===== src/rtl/led_rate_scheduler.sv =====
// rtl/led_rate_scheduler.sv - sequenced single-counter LED blink rate scheduler
//
// Purpose: conditions four asynchronous control inputs (2-flop synchronizer
// plus debounce counter each) and drives one shared prescaler through four
// blink rates. Rate changes are applied only at half-period boundaries; in
// auto mode the rate advances after DWELL_TOGGLES LED toggles.
//
// Ports:
//   i_clock     sole clock, rising edge
//   i_reset_n   synchronous active-low reset
//   i_switch1   async rate select MSB
//   i_switch2   async rate select LSB
//   i_enable    async blink enable
//   i_auto      async auto-cycle mode select
//   o_led       registered LED drive
//   o_rate_sel  registered rate currently governing the counter
//   o_toggle    registered one-cycle pulse on each o_led transition
module led_rate_scheduler #(
   parameter int CLK_HZ          = 25000000,
   parameter int DEBOUNCE_CYCLES = 250000,
   parameter int DWELL_TOGGLES   = 8
) (
   input  logic       i_clock,
   input  logic       i_reset_n,
   input  logic       i_switch1,
   input  logic       i_switch2,
   input  logic       i_enable,
   input  logic       i_auto,
   output logic       o_led,
   output logic [1:0] o_rate_sel,
   output logic       o_toggle
);

   // Terminal counts (half-period limit minus one) per rate.
   localparam logic [31:0] TC0 = 32'(CLK_HZ / 2)   - 32'd1;
   localparam logic [31:0] TC1 = 32'(CLK_HZ / 20)  - 32'd1;
   localparam logic [31:0] TC2 = 32'(CLK_HZ / 100) - 32'd1;
   localparam logic [31:0] TC3 = 32'(CLK_HZ / 200) - 32'd1;

   localparam int DBW = $clog2(DEBOUNCE_CYCLES + 1);
   localparam logic [DBW-1:0] DB_LAST = DBW'(DEBOUNCE_CYCLES - 1);

   localparam int DWW = $clog2(DWELL_TOGGLES + 1);
   localparam logic [DWW-1:0] DWELL_MAX = DWW'(DWELL_TOGGLES);

   // Input bit positions within the conditioned vector.
   localparam int B_SW2  = 0;
   localparam int B_SW1  = 1;
   localparam int B_EN   = 2;
   localparam int B_AUTO = 3;

   typedef enum logic {
      S_IDLE = 1'b0,
      S_RUN  = 1'b1
   } state_t;

   // ---------------------------------------------------------------
   // Input conditioning
   // ---------------------------------------------------------------
   logic [3:0]          raw;
   logic [3:0]          sync1_q, sync2_q;
   logic [3:0]          db_q, db_d;
   logic [3:0][DBW-1:0] db_cnt_q, db_cnt_d;

   assign raw = {i_auto, i_enable, i_switch1, i_switch2};

   // The debounced bit only follows the synchronized bit after it has
   // differed for DEBOUNCE_CYCLES consecutive cycles; agreement resets
   // the count, so any bounce restarts the qualification window.
   always_comb begin
      db_d     = db_q;
      db_cnt_d = db_cnt_q;
      for (int i = 0; i < 4; i++) begin
         if (sync2_q[i] == db_q[i]) begin
            db_cnt_d[i] = '0;
         end else if (db_cnt_q[i] == DB_LAST) begin
            db_d[i]     = sync2_q[i];
            db_cnt_d[i] = '0;
         end else begin
            db_cnt_d[i] = db_cnt_q[i] + 1'b1;
         end
      end
   end

   always_ff @(posedge i_clock) begin
      if (!i_reset_n) begin
         sync1_q  <= '0;
         sync2_q  <= '0;
         db_q     <= '0;
         db_cnt_q <= '0;
      end else begin
         sync1_q  <= raw;
         sync2_q  <= sync1_q;
         db_q     <= db_d;
         db_cnt_q <= db_cnt_d;
      end
   end

   logic       en_db, auto_db;
   logic [1:0] req_rate;

   assign en_db    = db_q[B_EN];
   assign auto_db  = db_q[B_AUTO];
   assign req_rate = {db_q[B_SW1], db_q[B_SW2]};

   // ---------------------------------------------------------------
   // Rate sequencer
   // ---------------------------------------------------------------
   state_t         state_q, state_d;
   logic [31:0]    cnt_q, cnt_d;
   logic [DWW-1:0] dwell_q, dwell_d;
   logic [DWW-1:0] dwell_inc;
   logic [1:0]     rate_q, rate_d;
   logic           led_q, led_d;
   logic           toggle_q, toggle_d;
   // Mode seen at the last boundary; a mismatch means auto_db flipped
   // mid-half-period and the new mode takes over at this boundary.
   logic           auto_seen_q, auto_seen_d;
   logic [31:0]    tc;
   logic           terminal;

   always_comb begin
      case (rate_q)
         2'd0:    tc = TC0;
         2'd1:    tc = TC1;
         2'd2:    tc = TC2;
         default: tc = TC3;
      endcase
   end

   assign terminal  = (cnt_q == tc);
   // Saturates so manual mode can keep counting without wrapping.
   assign dwell_inc = (dwell_q == DWELL_MAX) ? dwell_q : dwell_q + 1'b1;

   always_comb begin
      state_d     = state_q;
      cnt_d       = cnt_q;
      dwell_d     = dwell_q;
      rate_d      = rate_q;
      led_d       = led_q;
      toggle_d    = 1'b0;
      auto_seen_d = auto_seen_q;

      case (state_q)
         S_IDLE: begin
            cnt_d       = '0;
            led_d       = 1'b0;
            dwell_d     = '0;
            auto_seen_d = auto_db;
            if (!auto_db) begin
               rate_d = req_rate;
            end
            if (en_db) begin
               state_d = S_RUN;
            end
         end

         default: begin
            if (!en_db) begin
               // Disable wins over a coincident terminal count.
               state_d = S_IDLE;
               cnt_d   = '0;
               led_d   = 1'b0;
               dwell_d = '0;
            end else if (terminal) begin
               cnt_d       = '0;
               led_d       = ~led_q;
               toggle_d    = 1'b1;
               auto_seen_d = auto_db;
               if (auto_db != auto_seen_q) begin
                  dwell_d = '0;
                  if (!auto_db) begin
                     rate_d = req_rate;
                  end
               end else if (auto_db) begin
                  if (dwell_inc == DWELL_MAX) begin
                     rate_d  = rate_q + 2'd1;
                     dwell_d = '0;
                  end else begin
                     dwell_d = dwell_inc;
                  end
               end else begin
                  rate_d  = req_rate;
                  dwell_d = (req_rate != rate_q) ? '0 : dwell_inc;
               end
            end else begin
               cnt_d = cnt_q + 32'd1;
            end
         end
      endcase
   end

   always_ff @(posedge i_clock) begin
      if (!i_reset_n) begin
         state_q     <= S_IDLE;
         cnt_q       <= '0;
         dwell_q     <= '0;
         rate_q      <= '0;
         led_q       <= 1'b0;
         toggle_q    <= 1'b0;
         auto_seen_q <= 1'b0;
      end else begin
         state_q     <= state_d;
         cnt_q       <= cnt_d;
         dwell_q     <= dwell_d;
         rate_q      <= rate_d;
         led_q       <= led_d;
         toggle_q    <= toggle_d;
         auto_seen_q <= auto_seen_d;
      end
   end

   assign o_led      = led_q;
   assign o_rate_sel = rate_q;
   assign o_toggle   = toggle_q;

endmodule


===== config.mk =====
export PLATFORM = sky130hd
export DESIGN_NAME = led_rate_scheduler
export DESIGN_NICKNAME = d
export VERILOG_FILES = /design/src/rtl/led_rate_scheduler.sv
export SDC_FILE = /design/constraint.sdc
export NUM_CORES = 1
export LEC_CHECK = 0
export ABC_AREA = 0
export CORE_ASPECT_RATIO = 1.4
export CORE_UTILIZATION = 50
export DETAILED_ROUTE_END_ITERATION = 16
export HOLD_SLACK_MARGIN = 0.02
export PLACE_DENSITY = 0.67
export SLEW_MARGIN = 20
export SYNTH_ARGS = -nofsm -noshare
export SYNTH_HDL_FRONTEND = slang
export SYNTH_SLANG_ARGS = --single-unit

===== constraint.sdc =====
create_clock -name i_clock -period 6.55 [get_ports i_clock]
set_input_delay 1.6375 -clock i_clock [delete_from_list [all_inputs] [get_ports i_clock]]
set_output_delay 1.6375 -clock i_clock [all_outputs]
set_load 0.02 [all_outputs]

* After elaboration in Yosys (flattened, before gate mapping) *
Index checks and enable logic that the tools add are counted.
Widths: inputs -> output; s select.

cells by class
  shift operators = 0
  eq/ne operators = 18
  magnitude comparators = 0
  multipliers = 0
  reductions and logical operators = 13
  bitwise logic cells = 8
  div/mod/pow operators = 0
  multiplexer cells = 18
  add/sub/neg operators = 7

operators with widths
  cell                   number
  $add 18x1->18 const B  4
  $eq 18x18->1 const B   4
  $pmux 24 s3            1
  $add 32x1->32 const B  1
  $eq 32x32->1           1
  $mux 4                 5
  $mux 2                 7
  $reduce_or 3->1        4
  $reduce_and 2->1       5
  $eq 4x4->1 const B     2
  $not 1->1              8
  $reduce_and 3->1       2
  $mux 1                 5
  $add 4x1->4 const B    1
  $eq 1x1->1             4
  $ne 4x2->1 const B     1
  $reduce_or 4->1        1
  $add 2x1->2 const B    1
  $eq 2x1->1 const B     1
  $eq 2x2->1 const B     1
  $logic_not 2->1        1
  $ne 2x1->1 const B     1
  $ne 2x2->1             1
  $ne 2x2->1 const B     1
  $ne 1x1->1             1

word-level totals
  memory bits (read-only) = 0
  bits in latches = 0
  flip-flop bits (word level) = 126
  output and inout bits = 4
  memory bits (writable) = 0
  memories = 0
  word-level logic and storage cells = 81

* Longest topological paths before layout *
Gate-level depths: netlist of the first run.

  depth in word-level cells = 9
  mapped depth = 9

* Worst setup path after synthesis of the first run *
OpenSTA, ideal clock, no wires.

  path kind = in2reg
  start = input i_reset_n
  end = register dwell_q[3]
  stages on the path = 6
  path buffers = 1
  slack = 3547 ps
  data required time = 6481 ps
  arrival = 2934 ps
  cell sequence = clkbuf_1 and2_2 nand2_1 or4_4 a211o_1 o21ai_2

on the way
  word-level cells in the longest chain between the ends = 1

RTL lines
  what                        line  text
  from (decl)                 24    input logic i_reset_n,
  $reduce_and 3->1 (no line)  n/a
  to (signal assigned)        205   dwell_q <= dwell_d;
  to (decl)                   111   logic [DWW-1:0] dwell_q, dwell_d;

No other way between the ends.
A chain may end at the register's enable or synchronous reset.

* Worst setup path after layout of the first run *
Ends and elaborated chain as after synthesis.

==> reports/summary.txt, run 1 <==
max_cap viols -> 0
pre-CTS setup slack -> 2552 ps
Pwr Density -> 259.4 mW/mm^2
Final Hold Viols -> 0
Routed Antenna Nets -> 0
hold depth -> 1
Vias -> 4337
drt total wl -> 10560 um
WHS Endpoint -> sync2_q[1]$_SDFF_PN0_
CTS max path bufs -> 2
DR top layer -> met4
RSZ-0062 raised after global routing -> no
flip-flop and latch count after synthesis -> 126
top-level I/O count -> 10
Detailed Routing Iterations Pass 1 -> 4
Net Sw Frac -> 19.31%
crit path setup slack, layout -> 3001 ps
chip width -> 92.76 um
Placer Congestion -> 0.7863
Max Transition Viols Final -> 0
minimum clock period -> 3549 ps
combinational fraction of design power -> 0.7%
# diodes -> 0
die area -> 0.01197 sq mm
post-synthesis sequential area ratio -> 43.75%
Clock transition at path regs -> 50 ps
DRC violation total after the first TritonRoute iteration -> 175
Final period util -> 54.18%
Critical Path End Type -> flop
Max IR drop VDD -> 0.0001288 V
TritonCTS clock tree -> yes
M1 WL -> 4640 um
Die Y -> 129.1 um
Avg Synthesized Cell Area -> 8.696 sq um
Worst slew margin -> 39.88%
Worst R2R Start -> o_rate_sel[0]$_SDFFE_PN0P_
critical path's top delay family -> simple AND/OR/NAND/NOR gates
Startpoint Class -> input pin
Area Growth Syn to Fin -> 12.52%
Cell Int Power -> 1.358 mW
clock root buffer -> clkbuf_16
Site Rows -> 46
Setup TNS Final -> 0 ps
layout cells sized above 1 -> 5.874%
final setup skew -> 8.169 ps
sequential power share -> 45.9%
Register Area -> 0.002522 sq mm
worst r2r path cells -> 8
Mapped Nets -> 683
setup violators final -> 0
Residual DRC -> 0
outcome -> completed
Final nets -> 690
multi-input combinational cell area -> 0.003058 sq mm
Leak -> 2.126 nW
Congestion Overflow GR -> 0
slowest stage delay, CP -> 920 ps
Mapped Cells -> 663
later-pin clock latency in the skew report -> 410 ps
largest net degree at the start of global routing -> 37
asr flop ratio synth -> 0%
number of synthesized flops with an enable pin -> 0
Slowest-stage cell, CP -> clkdlybuf4s50_1
FF-to-FF setup slack -> 3530 ps
WL per Instance -> 12.79 um
Setup CP Type -> in2reg
gr usage total -> 19.74%
clock power share -> 53.4%
Starting Density -> 51.11%
routed length on met2 -> 5516 um
critical path required time -> 6880 ps
worst hold path class -> reg2reg
P_sw -> 0.3249 mW
Post-CTS Setup Bufs -> 0
# hold bufs at CTS -> 0
CTS Buf Count -> 17
vias per cell -> 5.257
Core Area -> 0.01128 sq mm
crit path cell chain -> clkdlybuf4s50_1 -> and2_2 -> nand2_1 -> or4_4 -> a211o_1 -> o21ai_2
Ys Warns -> 0
Yosys cell types -> 52
fmax -> 281.8 MHz
DR WL met3 -> 230 um
Top FF cell, synth -> dfxtp_1
Hold Path Origin -> sync1_q[1]$_SDFF_PN0_
cell area after synthesis -> 0.005766 sq mm
post-detail-place hpwl -> 7171 um
htree depth -> 4
input/output buffers -> 9
Filler cells -> 1003
number of gates resized after cts -> 0
Crit Reg-Reg Endpoint -> dwell_q[0]$_SDFFE_PN0P_
worst path bufs/invs -> 1
vias in the first global route -> 4376
clk sinks -> 126
first-pass GRT wire length -> 19020 um
Worst-Margin Slew -> 894.3 ps
CP arrival -> 3880 ps
crit path max fanout -> 24
initial antenna violation count -> 0
[synthesized netlist by cell type (9+ instances only)]
cell type	number	area share, %
ha_1	14	3.0
and4_1	11	1.7
nor4_1	10	1.1
xnor2_1	47	7.1
clkbuf_1	14	0.91
o21ai_0	11	0.95
and2_1	14	1.5
xor2_1	59	9.0
nor2_1	134	8.7
nor3_1	14	1.2
and3_1	9	0.98
nand3_1	45	3.9
nand2_1	45	2.9
inv_1	19	1.2
nand4_1	20	2.2
dfxtp_1	126	44
[cell families after synthesis]
kind of cell	after synthesis	share of synthesized area (%)
AND/OR/NAND/NOR	337	29.01
flip-flops	126	43.75
XOR/XNOR	106	16.10
buffers and inverters	40	3.212
AO/OA/AOI/OAI	36	4.189
adder cells (fa/ha/maj)	14	3.038
multiplexers	4	0.6945
[area by class of cell]
| type | instances | area share (%) |
|---|---|---|
| multi-input cells | 497 | 47.14 |
| flip-flops and latches | 126 | 38.88 |
| clock buffers | 23 | 7.367 |
| well taps | 144 | 2.777 |
| repair buffers | 9 | 1.389 |
| clock inverters | 7 | 1.350 |
| inverters | 19 | 1.099 |
[cell usage in the layout, fill, tap and decap left out, types with 2 or more instances in the layout]
master | netlist | layout
a21o_2 | 2 | 2
a21oi_1 | 6 | 6
a41oi_1 | 2 | 2
and2_1 | 14 | 14
and3_1 | 9 | 9
and4_1 | 11 | 11
bufinv_16 | 0 | 2
clkbuf_1 | 14 | 3
clkbuf_16 | 0 | 17
clkbuf_8 | 0 | 3
clkdlybuf4s50_1 | 0 | 9
clkinv_2 | 0 | 4
dfxtp_1 | 126 | 126
ha_1 | 14 | 14
inv_1 | 19 | 19
mux2i_1 | 4 | 4
nand2_1 | 45 | 45
nand2b_1 | 2 | 2
nand3_1 | 45 | 45
nand3b_1 | 7 | 7
nand4_1 | 20 | 20
nor2_1 | 134 | 134
nor2b_1 | 5 | 5
nor3_1 | 14 | 14
nor4_1 | 10 | 10
nor4_2 | 2 | 2
nor4b_1 | 2 | 2
nor4bb_1 | 2 | 2
o21ai_0 | 11 | 11
o22ai_1 | 2 | 2
o311ai_0 | 2 | 2
o31ai_1 | 2 | 2
or3_1 | 4 | 4
or4_1 | 3 | 3
xnor2_1 | 47 | 47
xor2_1 | 59 | 59
[power groups by stage]
stage	clock network (mW)	registers, mW	logic [mW]
detailed placement	0	0.788	0.0121
global placement	0	0.788	0.0118
CTS	0.917	0.772	0.0123
floorplan	0	0.788	0.00748
finish	0.899	0.772	0.0120
global route	0.952	0.771	0.0136
[how the worst max path moves through the flow]
stage	from	to	slack [ps]	cells after the start
6_report	i_reset_n	dwell_q[3]$_SDFFE_PN0P_	3000	6
5_1_grt	i_reset_n	dwell_q[1]$_SDFFE_PN0P_	2790	4
4_1_cts	i_reset_n	dwell_q[1]$_SDFFE_PN0P_	2990	4
3_5_place_dp	i_reset_n	dwell_q[1]$_SDFFE_PN0P_	2550	4
3_3_place_gp	i_reset_n	dwell_q[3]$_SDFFE_PN0P_	2600	6
2_1_floorplan	i_reset_n	dwell_q[3]$_SDFFE_PN0P_	3550	6
[sequential cells by signal, summed over array words and instances (netlist names)]
signal and cells:
cnt_q 32, o_toggle 1, db_cnt_q 72, dwell_q 4, sync1_q 4, auto_seen_q 1
state_q 1, o_rate_sel 2, db_q 4, sync2_q 4, o_led 1
[per-stage QoR]
stage / cells / utilization (%) / power, mW / hold slack (ps) / instance area [sq um]
after floorplan: 663 / - / 0.7950 / 411.9 / 5766
after global placement: 795 / 52.50 / 0.7996 / 416.9 / 5922
after detailed placement: 795 / 52.50 / 0.7999 / 429.7 / 5922
after CTS: 825 / 57.51 / 1.700 / 443.8 / 6487
after global routing: 825 / 57.51 / 1.738 / 453.3 / 6487
final: 825 / 57.51 / 1.683 / 439.7 / 6487
[layer usage]
| layer | vias to the layer above | global-route usage (%) |
|---|---|---|
| li1 | 2245 | - |
| met1 | 2042 | 21.52 |
| met2 | 35 | 36.38 |
| met3 | 15 | 5.106 |
| met4 | 0 | 7.692 |
| met5 | - | 0 |
Power figures use the tool's default switching activity.
==> run 2: changes to the inputs <==
PLACE_DENSITY = 0.7   (was 0.67)
clock period = 3.1 ns   (was 6.55 ns; I/O delays follow)
==> reports/summary.txt, run 2 (synthesis results as in run 1) <==
initial antenna violation count -> 0 (unchanged)
Worst slew margin -> 53.35% (+13 points)
Post-CTS Setup Bufs -> 0 (unchanged)
Worst Setup EP -> cnt_q[9]$_SDFF_PP0_
largest net degree at the start of global routing -> 24 (-35%)
Setup TNS Final -> 0 ps (unchanged)
final setup skew -> 5.578 ps (-2.591 ps)
max_cap viols -> 0 (unchanged)
Worst-Margin Slew -> 697.6 ps (-196.7 ps)
# hold bufs at CTS -> 0 (unchanged)
first-pass GRT wire length -> 18920 um (-0.51%)
worst hold path class -> reg2reg
Area Growth Syn to Fin -> 14.65%
Leak -> 2.189 nW (+3.0%)
Max IR drop VDD -> 0.0003599 V (+180%)
Clock transition at path regs -> 60 ps (about the same)
Vias -> 4417 (+1.8%)
gr usage total -> 19.73% (about the same)
Worst R2R Start -> o_rate_sel[1]$_SDFFE_PN0P_
most frequent cells in the layout -> nor2_1 (134), dfxtp_1 (126), xor2_1 (59), xnor2_1 (47)
Routed Antenna Nets -> 0 (unchanged)
Die Y -> 129.1 um (unchanged)
layout cells sized above 1 -> 7.267% (+1.4 points)
leading registers by flop count -> db_cnt_q (72), cnt_q (32)
vias per cell -> 5.309 (+0.99%)
setup violators final -> 0 (unchanged)
critical path required time -> 3400 ps (-3480 ps)
Pwr Density -> 571.6 mW/mm^2 (+120%)
Final Hold Viols -> 0 (unchanged)
Starting Density -> 51.11% (unchanged)
crit path cell chain -> inv_1 -> ha_1 -> or4_1 -> a22oi_1 -> nand4_1 -> or2_2 -> nand3_2 -> buf_12 -> nor2_1
top-level I/O count -> 10 (unchanged)
worst r2r path cells -> 9 (+1)
design area -> 0.006610 sq mm (+1.9%)
number of gates resized after cts -> 0 (unchanged)
Final nets -> 695 (+0.72%)
post-detail-place hpwl -> 7416 um (+3.4%)
Final period util -> 86.27%
# diodes -> 0 (unchanged)
Critical Path End Type -> flop
DRC violation total after the first TritonRoute iteration -> 217 (+24%)
fmax -> 373.9 MHz
Congestion Overflow GR -> 0 (unchanged)
critical path depth -> 9 (+3)
CTS Buf Count -> 17 (unchanged)
Pwr Total -> 3.778 mW (+120%)
minimum clock period -> 2675 ps
Startpoint Class -> flop
TritonCTS clock tree -> yes
CP startpoint -> o_rate_sel[1]$_SDFFE_PN0P_
critical path's top delay family -> simple AND/OR/NAND/NOR gates
clk sinks -> 126 (unchanged)
leading cell type in the layout, fill and taps excluded -> nor2_1
Slowest-stage cell, CP -> dfxtp_1
worst path bufs/invs -> 2 (+1)
clock root buffer -> clkbuf_16
slowest stage delay, CP -> 430 ps (-490 ps)
dpl cell area -> 0.005972 sq mm (+0.85%)
later-pin clock latency in the skew report -> 410 ps (about the same)
vias in the first global route -> 4292 (-1.9%)
CTS max path bufs -> 2 (unchanged)
RSZ-0062 raised after global routing -> no
Core Area -> 0.01128 sq mm (unchanged)
max reg flops -> 72 (unchanged)
Max Transition Viols Final -> 0 (unchanged)
chip width -> 92.76 um (unchanged)
Inst Count DP -> 800 (+0.63%)
final non-filler cell total -> 832 (+0.85%)
Largest Register -> db_cnt_q
input/output buffers -> 9 (unchanged)
outcome -> completed
smallest hold slack -> 438.3 ps (-1.402 ps)
Setup CP Type -> reg2reg
drt total wl -> 10890 um (+3.2%)
FF-to-FF setup slack -> 430 ps (-3100 ps)
crit path max fanout -> 19 (-21%)
die area -> 0.01197 sq mm (unchanged)
Site Rows -> 46 (unchanged)
Filler cells -> 1022 (+1.9%)
WL per Instance -> 13.09 um (+2.3%)
Placer Congestion -> 0.8217 (+4.5%)
CP arrival -> 2970 ps (-910 ps)
Detailed Routing Iterations Pass 1 -> 4 (unchanged)
Crit Reg-Reg Endpoint -> cnt_q[9]$_SDFF_PP0_
htree depth -> 4 (unchanged)
Residual DRC -> 0 (unchanged)
==> run 2: changes by cell type in the layout (fill, tap and decap cells not counted), sizes merged <==
cell	delta
clkbuf	-4
buf	+5
clkinvlp	+1
bufinv	+2
inv	+3
==> run 2: worst min-delay path by stage <==
| stage | startpoint | endpoint | slack [ps] | cells after the start |
|---|---|---|---|---|
| after floorplan | sync1_q[0]$_SDFF_PN0_ | sync2_q[0]$_SDFF_PN0_ | 410 | 1 |
| after global placement | sync1_q[1]$_SDFF_PN0_ | sync2_q[1]$_SDFF_PN0_ | 410 | 1 |
| after detailed placement | sync1_q[2]$_SDFF_PN0_ | sync2_q[2]$_SDFF_PN0_ | 420 | 1 |
| after CTS | db_cnt_q[54]$_SDFF_PP0_ | db_cnt_q[54]$_SDFF_PP0_ | 440 | 1 |
| after global routing | sync1_q[1]$_SDFF_PN0_ | sync2_q[1]$_SDFF_PN0_ | 450 | 1 |
| final | sync1_q[1]$_SDFF_PN0_ | sync2_q[1]$_SDFF_PN0_ | 440 | 1 |
==> run 2: layer usage <==
layer / global-route usage [%] / vias to the layer above / routed length, um
li1: - / 2259 / -
met1: 22.03 / 2093 / 4685
met2: 35.90 / 48 / 5777
met3: 4.108 / 17 / 240
met5: 0 / - / 0
met4: 8.869 / 0 / 185
==> run 2: through the flow <==
stage          worst slack (ps)  utilization (%)
6_report                  425.5            58.60
5_1_grt                   203.7            58.60
4_1_cts                   429.3            58.60
3_5_place_dp              442.4            52.94
3_3_place_gp              520.9            52.94
2_1_floorplan             483.5                -
==> run 2: worst reg2reg max path, cell delays in order, from the launching register on <==
cell and delay, ps:
dfxtp_1 430, inv_1 140, ha_1 260, or4_1 420, a22oi_1 190, nand4_1 180
or2_2 360, nand3_2 320, buf_12 210, nor2_1 60
==> run 2: power by group <==
| group | switching (mW) | internal [mW] | total [mW] | leakage (nW) |
|---|---|---|---|---|
| Clock | 0.730 | 1.39 | 2.12 | 0.310 |
| Sequential | 0.00336 | 1.63 | 1.63 | 1.02 |
| Combinational | 0.0149 | 0.0116 | 0.0265 | 0.863 |
| Total | 0.749 | 3.03 | 3.78 | 2.19 |
==> run 2: area by class of cell <==
type / instances / area (sq um) / share of cell area, %
multi-input cells: 497 / 3058 / 46.26
well taps: 144 / 180.2 / 2.726
inverters: 19 / 71.32 / 1.079
clock inverters: 13 / 185.2 / 2.801
clock buffers: 19 / 452.9 / 6.852
flip-flops and latches: 126 / 2522 / 38.16
repair buffers: 14 / 140.1 / 2.120
